<file path="config.mk">
export PLATFORM = sky130hd
export DESIGN_NAME = mem_io_bridge
export DESIGN_NICKNAME = d
export VERILOG_FILES = /design/src/rtl/mem_io_pkg.sv /design/src/rtl/byte_fifo.sv /design/src/rtl/mem_io_bridge.sv
export SDC_FILE = /design/constraint.sdc
export NUM_CORES = 1
export LEC_CHECK = 0
export BUFFER_PORTS_ARGS = -buffer_cell sky130_fd_sc_hd__buf_2
export CORE_UTILIZATION = 30
export CTS_CLUSTER_DIAMETER = 50
export CTS_CLUSTER_SIZE = 25
export DETAILED_ROUTE_END_ITERATION = 8
export PLACE_DENSITY = 0.52
export SYNTH_ARGS = -nofsm -noshare
export SYNTH_HDL_FRONTEND = slang
export SYNTH_SLANG_ARGS = --single-unit
</file>
<file path="constraint.sdc">
create_clock -name clk_in -period 3.7 [get_ports clk_in]
set_input_delay 0.555 -clock clk_in [delete_from_list [all_inputs] [get_ports clk_in]]
set_output_delay 0.555 -clock clk_in [all_outputs]
set_load 0.01 [all_outputs]
</file>
<file path="src/rtl/mem_io_pkg.sv">
`default_nettype none
// ============================================================================
//  Module      : mem_io_pkg
//  Description : Shared constants, decode helper and access record for the
//                cpu memory/IO bridge.
//  Revision    : 1.0 - initial release
// ============================================================================
package mem_io_pkg;

    localparam logic [17:0] IO_BASE   = 18'h30000;
    localparam logic [2:0]  IO_DATA   = 3'd0;
    localparam logic [2:0]  IO_CLK    = 3'd4;
    localparam int          RAM_ABITS = 17;

    typedef struct packed {
        logic       io;
        logic       wr;
        logic [2:0] off;
    } access_t;

    // Only the top two decoded address bits select the I/O window.
    function automatic logic is_io(input logic [17:0] addr);
        return addr[17:16] == IO_BASE[17:16];
    endfunction

endpackage
`default_nettype wire

</file>
<file path="src/rtl/byte_fifo.sv">
`default_nettype none
// ============================================================================
//  Module      : byte_fifo
//  Description : Power-of-two byte FIFO with push/pop, full/empty flags and
//                current and next-cycle occupancy.
//  Revision    : 1.0 - initial release
// ============================================================================
module byte_fifo #(
    parameter int DEPTH_LOG = 4
) (
    input  logic                 clk,
    input  logic                 rst_n,
    input  logic                 i_push,
    input  logic [7:0]           i_push_data,
    input  logic                 i_pop,
    output logic [7:0]           o_pop_data,
    output logic                 o_full,
    output logic                 o_empty,
    output logic [DEPTH_LOG:0]   o_count,
    output logic [DEPTH_LOG:0]   o_count_next
);

    localparam int                     DEPTH      = 1 << DEPTH_LOG;
    localparam logic [DEPTH_LOG:0]     c_depth    = (DEPTH_LOG + 1)'(DEPTH);
    localparam logic [DEPTH_LOG:0]     c_cnt_one  = (DEPTH_LOG + 1)'(1);
    localparam logic [DEPTH_LOG-1:0]   c_ptr_one  = DEPTH_LOG'(1);

    logic [7:0]           r_mem [DEPTH];
    logic [DEPTH_LOG-1:0] r_wr_ptr;
    logic [DEPTH_LOG-1:0] r_rd_ptr;
    logic [DEPTH_LOG:0]   r_count;
    logic                 w_pop_en;
    logic                 w_push_en;

    assign o_empty    = (r_count == '0);
    assign o_full     = (r_count == c_depth);
    assign o_count    = r_count;
    assign o_pop_data = r_mem[r_rd_ptr];

    // A pop in the same cycle frees the slot, so a push at full still lands.
    assign w_pop_en  = i_pop && !o_empty;
    assign w_push_en = i_push && (!o_full || w_pop_en);

    always_comb begin
        o_count_next = r_count;
        if (w_push_en && !w_pop_en) begin
            o_count_next = r_count + c_cnt_one;
        end else if (!w_push_en && w_pop_en) begin
            o_count_next = r_count - c_cnt_one;
        end
    end

    always_ff @(posedge clk or negedge rst_n) begin
        if (!rst_n) begin
            r_wr_ptr <= '0;
            r_rd_ptr <= '0;
            r_count  <= '0;
        end else begin
            if (w_push_en) begin
                r_wr_ptr <= r_wr_ptr + c_ptr_one;
            end
            if (w_pop_en) begin
                r_rd_ptr <= r_rd_ptr + c_ptr_one;
            end
            r_count <= o_count_next;
        end
    end

    always_ff @(posedge clk) begin
        if (w_push_en) begin
            r_mem[r_wr_ptr] <= i_push_data;
        end
    end

endmodule
`default_nettype wire

</file>
<file path="src/rtl/mem_io_bridge.sv">
`default_nettype none
// ============================================================================
//  Module      : mem_io_bridge
//  Description : Decodes cpu byte accesses into RAM or the I/O window, returns
//                read data one cycle later, buffers UART bytes, runs the cycle
//                counter and raises io_buffer_full / prog_stop.
//  Revision    : 1.0 - initial release
// ============================================================================
module mem_io_bridge
    import mem_io_pkg::*;
#(
    parameter int TX_DEPTH_LOG = 4,
    parameter int RX_DEPTH_LOG = 4,
    parameter int FULL_MARGIN  = 2
) (
    input  logic                 clk_in,
    input  logic                 rst_n_in,
    input  logic                 rdy_in,
    input  logic [31:0]          cpu_a,
    input  logic [7:0]           cpu_dout,
    input  logic                 cpu_wr,
    output logic [7:0]           cpu_din,
    output logic                 io_buffer_full,
    output logic [RAM_ABITS-1:0] ram_a,
    output logic                 ram_we,
    output logic [7:0]           ram_dout,
    input  logic [7:0]           ram_din,
    output logic [7:0]           tx_data,
    output logic                 tx_valid,
    input  logic                 tx_ready,
    input  logic [7:0]           rx_data,
    input  logic                 rx_valid,
    output logic                 prog_stop
);

    localparam logic [TX_DEPTH_LOG:0] c_tx_depth = (TX_DEPTH_LOG + 1)'(1 << TX_DEPTH_LOG);

    access_t               w_acc;
    logic                  w_io_rd;
    logic                  w_io_wr;
    logic                  w_tx_push;
    logic [7:0]            w_tx_push_data;
    logic                  w_tx_pop;
    logic                  w_tx_empty;
    logic                  w_tx_full;
    logic [TX_DEPTH_LOG:0] w_tx_count;
    logic [TX_DEPTH_LOG:0] w_tx_count_next;
    logic [TX_DEPTH_LOG:0] w_tx_free;
    logic                  w_rx_pop;
    logic [7:0]            w_rx_head;
    logic                  w_rx_empty;
    logic                  w_rx_full;
    logic [RX_DEPTH_LOG:0] w_rx_count;
    logic [RX_DEPTH_LOG:0] w_rx_count_next;
    logic [7:0]            w_io_rdata;
    logic                  w_snap_en;
    logic                  w_unused;

    logic                  r_io_sel;
    logic                  r_ram_sel;
    logic [7:0]            r_io_rdata;
    logic [31:0]           r_cycle_cnt;
    logic [31:0]           r_cnt_snap;
    logic                  r_prog_stop;
    logic                  r_io_buffer_full;

    always_comb begin
        w_acc     = '0;
        w_acc.io  = is_io(cpu_a[17:0]);
        w_acc.wr  = cpu_wr;
        w_acc.off = cpu_a[2:0];
    end

    assign w_io_rd = w_acc.io && !w_acc.wr;
    assign w_io_wr = w_acc.io &&  w_acc.wr;

    assign ram_a    = cpu_a[RAM_ABITS-1:0];
    assign ram_we   = cpu_wr && !w_acc.io;
    assign ram_dout = cpu_dout;

    // Data-port NUL bytes are discarded; the stop write always queues a NUL.
    assign w_tx_push      = w_io_wr && (((w_acc.off == IO_DATA) && (cpu_dout != 8'h00)) ||
                                        (w_acc.off == IO_CLK));
    assign w_tx_push_data = (w_acc.off == IO_CLK) ? 8'h00 : cpu_dout;
    assign tx_valid       = !w_tx_empty;
    assign w_tx_pop       = tx_valid && tx_ready;

    assign w_rx_pop  = w_io_rd && (w_acc.off == IO_DATA);
    assign w_snap_en = w_io_rd && (w_acc.off == IO_CLK);

    byte_fifo #(
        .DEPTH_LOG    (TX_DEPTH_LOG)
    ) u_tx_fifo (
        .clk          (clk_in),
        .rst_n        (rst_n_in),
        .i_push       (w_tx_push),
        .i_push_data  (w_tx_push_data),
        .i_pop        (w_tx_pop),
        .o_pop_data   (tx_data),
        .o_full       (w_tx_full),
        .o_empty      (w_tx_empty),
        .o_count      (w_tx_count),
        .o_count_next (w_tx_count_next)
    );

    byte_fifo #(
        .DEPTH_LOG    (RX_DEPTH_LOG)
    ) u_rx_fifo (
        .clk          (clk_in),
        .rst_n        (rst_n_in),
        .i_push       (rx_valid),
        .i_push_data  (rx_data),
        .i_pop        (w_rx_pop),
        .o_pop_data   (w_rx_head),
        .o_full       (w_rx_full),
        .o_empty      (w_rx_empty),
        .o_count      (w_rx_count),
        .o_count_next (w_rx_count_next)
    );

    // Offsets 5..7 read the frozen snapshot so a multi-byte read stays coherent.
    always_comb begin
        w_io_rdata = 8'h00;
        if (w_io_rd) begin
            case (w_acc.off)
                IO_DATA: w_io_rdata = w_rx_empty ? 8'h00 : w_rx_head;
                IO_CLK:  w_io_rdata = r_cycle_cnt[7:0];
                3'd5:    w_io_rdata = r_cnt_snap[15:8];
                3'd6:    w_io_rdata = r_cnt_snap[23:16];
                3'd7:    w_io_rdata = r_cnt_snap[31:24];
                default: w_io_rdata = 8'h00;
            endcase
        end
    end

    assign w_tx_free = c_tx_depth - w_tx_count_next;

    always_ff @(posedge clk_in or negedge rst_n_in) begin
        if (!rst_n_in) begin
            r_io_sel         <= 1'b0;
            r_ram_sel        <= 1'b0;
            r_io_rdata       <= 8'h00;
            r_cycle_cnt      <= 32'h0;
            r_cnt_snap       <= 32'h0;
            r_prog_stop      <= 1'b0;
            r_io_buffer_full <= 1'b0;
        end else begin
            r_io_sel         <= w_acc.io;
            r_ram_sel        <= !w_acc.io && !w_acc.wr;
            r_io_rdata       <= w_io_rdata;
            r_cycle_cnt      <= r_cycle_cnt + 32'(rdy_in);
            if (w_snap_en) begin
                r_cnt_snap <= r_cycle_cnt;
            end
            r_prog_stop      <= w_io_wr && (w_acc.off == IO_CLK);
            r_io_buffer_full <= (32'(w_tx_free) <= 32'(FULL_MARGIN));
        end
    end

    // RAM data is only forwarded after a RAM read so reset and writes return 0.
    assign cpu_din        = r_io_sel ? r_io_rdata : (r_ram_sel ? ram_din : 8'h00);
    assign io_buffer_full = r_io_buffer_full;
    assign prog_stop      = r_prog_stop;

    assign w_unused = &{1'b0, cpu_a[31:18], w_tx_full, w_tx_count,
                        w_rx_full, w_rx_count, w_rx_count_next};

endmodule
`default_nettype wire

</file>
==> impl_metrics.toml <==
[worst_setup_path]
r2r_start = "u_rx_fifo.o_count[1]"
r2r_cells = 13
worstReg2RegEnd = "u_rx_fifo.o_count[4]"
arrival_ns = 2.65
cp_common_cell = "mux4_2"
crit_start = "u_tx_fifo.r_rd_ptr[0]"
end_kind = "output port"
r2r_setup_slack_ns = 0.52
worst-path-max-fanout = 27
path_class = "reg -> out"
crit_chain = "buf_12 > mux4_2 > mux4_2 > buf_2"
crit_end = "tx_data[1]"
cp.required_ns = 3.14
worstSetupStartpointType = "flip-flop"
crit_slowest_cell = "dfrtp_2"
worst_path_largest_cell_delay_ns = 0.58

[final_layout]
syn_to_final_growth_pct = 15.2
fillerInstances = 4551
final_util_pct = 35.2
regArea_sq_mm = 0.0100
multi_input_area_sq_mm = 0.00427
nets = 967
drive_gt1_share_pct = 29.3

[clock_tree]
cts_tree = "built"
cts_resized = 0
cts_buffers = 37
clockBufferDepth = 3
clock-sinks = 350
cts_setup_buffers = 0
htreeDepth = 2
root_buffer = "clkbuf_16"
path_clk_slew_ns = 0.07
cts_hold_buf = 0
worstSkewPairLatency_ns = 0.55

[synthesis]
yosysWarnings = 0
synth_edf_count = 256
synth-seq-cells = 350
synth_area_sq_mm = 0.0147
syn_area_per_cell_sq_um = 17.9
seq_area_frac_synth_pct = 68.3
ys.flop_type = "edfxtp_1"
synthArstFlopShare_pct = 26.9
yosysUniqueCellTypes = 58
syn_inst = 820
syn_nets = 904

[sta]
tightest_slew_ns = 0.916
min_period_ns = 3.21
final.setup.tns_ns = 0
final_hold_viol_count = 0
setup_violations = 0
skew_ns = 0.0207
finalMaxSlewViolations = 0
fmaxAchievable_mhz = 312
max-slew-margin-rel_pct = 38.3
hold_ws_ns = 0.0871
grt_setup_unrepaired = "no"
fin_crit_sh_pct = 86.7

[drt]
wl_mm = 28.1
drc = 0
dr.pass1.iters = 4
postRouteAntennaNets = 0
vias_per_cell = 4.67
drt-initial-drc-count = 406
via_count = 7128
wire_per_inst_microns = 18.4

[pwr]
pwr-share-comb_pct = 22.5
pwr-share-seq_pct = 43.3
p_switching_mw = 3.32
p_clk_share_pct = 34.2
total_leakage_power_nw = 6.04
total_power_mw = 11.3
vdd_drop_max_mv = 0.371
p_int_mw = 8.01
swShare_pct = 29.3
power_density_mw_per_mm2 = 670

[die]
num_io_pins = 107
die_w_microns = 223
start_util_pct = 30.6
die_h_microns = 223
core_sq_mm = 0.0480
rows = 80
dieArea_sq_mm = 0.0499

[status]
status = "completed"

[flow_run]
cap_violations = 0

[global_route]
grt_pass1_wl_mm = 43.9
grt_pass1_vias = 7412
antenna_found_initial = 2
grt_max_degree = 61
gr-usage-all-layers_pct = 11.5
gr-total-overflow = 0

[min_path]
hold_class = "in -> async"

[placed_design]
place_congestion = 0.745
io_buffers = 66
dp_hpwl_mm = 19.5
synthesized netlist by cell type (13+ instances only):
master / count / area (sq um)
inv_1: 17 / 63.8
clkbuf_1: 15 / 56.3
mux4_2: 88 / 1980
edfxtp_1: 256 / 7690
xnor2_1: 44 / 385
dfrtp_1: 94 / 2350
mux2_2: 13 / 146
and2_1: 25 / 156
ha_1: 21 / 263
nor2_1: 33 / 124
nand3_1: 17 / 85.1
buf_2: 14 / 70.1
nand2_1: 36 / 135
buf_4: 25 / 188
worst min-delay path by stage:
| stage | from | to | slack (ns) | depth (start not counted) |
|---|---|---|---|---|
| finish | rst_n_in | r_cnt_snap[11] | 0.09 | 1 |
| global route | rst_n_in | r_cnt_snap[11] | 0.15 | 1 |
| CTS | rst_n_in | r_cycle_cnt[26] | 0.11 | 1 |
| detailed placement | r_cycle_cnt[31] | r_cycle_cnt[31] | 0.47 | 1 |
| global placement | r_cnt_snap[18] | r_cnt_snap[18] | 0.46 | 1 |
| floorplan | rst_n_in | io_buffer_full | 0.26 | 0 |
registers in the layout, indices dropped and copies added, names as in the netlist, 4 cells and up:
signal              count
r_cnt_snap             24
r_cycle_cnt            32
r_io_rdata              8
u_rx_fifo.o_count       5
u_rx_fifo.r_mem       128
u_rx_fifo.r_rd_ptr      4
u_rx_fifo.r_wr_ptr      4
u_tx_fifo.o_count       5
u_tx_fifo.r_mem       128
u_tx_fifo.r_rd_ptr      4
u_tx_fifo.r_wr_ptr      4
routing by layer:
metal	global-route usage, %	vias to the layer above	routed length [microns]
li1	-	3315	-
met1	15.5	3646	12600
met2	18.6	133	13500
met3	2.41	34	1550
met4	3.73	0	495
met5	0	-	0
layout by cell type, fill, tap and decap left out, types with 3 or more instances in the layout:
cell | netlist | final
edfxtp_1 | 256 | 256
dfrtp_1 | 94 | 92
mux4_2 | 88 | 88
buf_2 | 14 | 65
xnor2_1 | 44 | 44
clkbuf_16 | 0 | 38
nand2_1 | 36 | 36
nor2_1 | 33 | 33
and2_1 | 25 | 25
ha_1 | 21 | 21
inv_1 | 17 | 17
nand3_1 | 17 | 17
buf_4 | 25 | 14
mux2_2 | 13 | 13
mux2_1 | 12 | 12
and3_1 | 9 | 9
nand4_1 | 9 | 9
a22oi_1 | 8 | 8
and4_1 | 7 | 7
o21ai_0 | 7 | 7
a22o_1 | 7 | 7
inv_6 | 0 | 6
a21oi_1 | 5 | 5
nor3_1 | 5 | 5
xor2_1 | 5 | 5
inv_8 | 0 | 5
mux2i_1 | 3 | 3
a21o_1 | 3 | 3
nand2b_1 | 3 | 3
clkinvlp_4 | 0 | 3
clkinv_4 | 0 | 3
inv_12 | 0 | 3
buf_12 | 0 | 3
metrics by stage:
step	area [sq um]	std cells	setup slack, ns
after floorplan	14700	820	0.656
after global placement	15600	1459	0.456
after detailed placement	15600	1459	0.444
final	16900	1527	0.492
after CTS	16900	1526	0.420
after global routing	16900	1526	0.338
worst max-delay path: cells and delay by family, from the launching register on:
kind / cells / cell delay, ns
buffers and inverters: 2 / 0.44
flip-flops: 1 / 0.58
multiplexers: 2 / 1.06
layout make-up:
cell class / count / share of cell area [%]
well taps: 615 / 4.55
inverters: 17 / 0.377
diodes: 1 / 0.0148
repair buffers: 82 / 2.90
multi-input cells: 395 / 25.2
clock inverters: 29 / 2.00
flip-flops and latches: 350 / 59.3
clock buffers: 38 / 5.62
power by group through the flow:
stage / sequential (mW) / combinational [mW] / clock (mW)
after floorplan: 4.78 / 2.04 / 0
after global placement: 4.99 / 2.58 / 0
after detailed placement: 4.99 / 2.61 / 0
after CTS: 4.91 / 2.61 / 4.02
after global routing: 4.96 / 2.81 / 4.15
final: 4.91 / 2.55 / 3.88
kinds of logic (layout without fill, tap and decap cells):
group	count (synthesis)	count (layout)	synth area share [%]
XOR/XNOR	49	49	2.92
AO/OA/AOI/OAI	43	43	2.25
AND/OR/NAND/NOR	165	165	6.32
adder cells (fa/ha/maj)	22	22	1.92
buffers and inverters	75	166	2.67
flip-flops	350	350	68.3
multiplexers	116	116	15.6
other	0	1	0
Power figures use the tool's default switching activity.
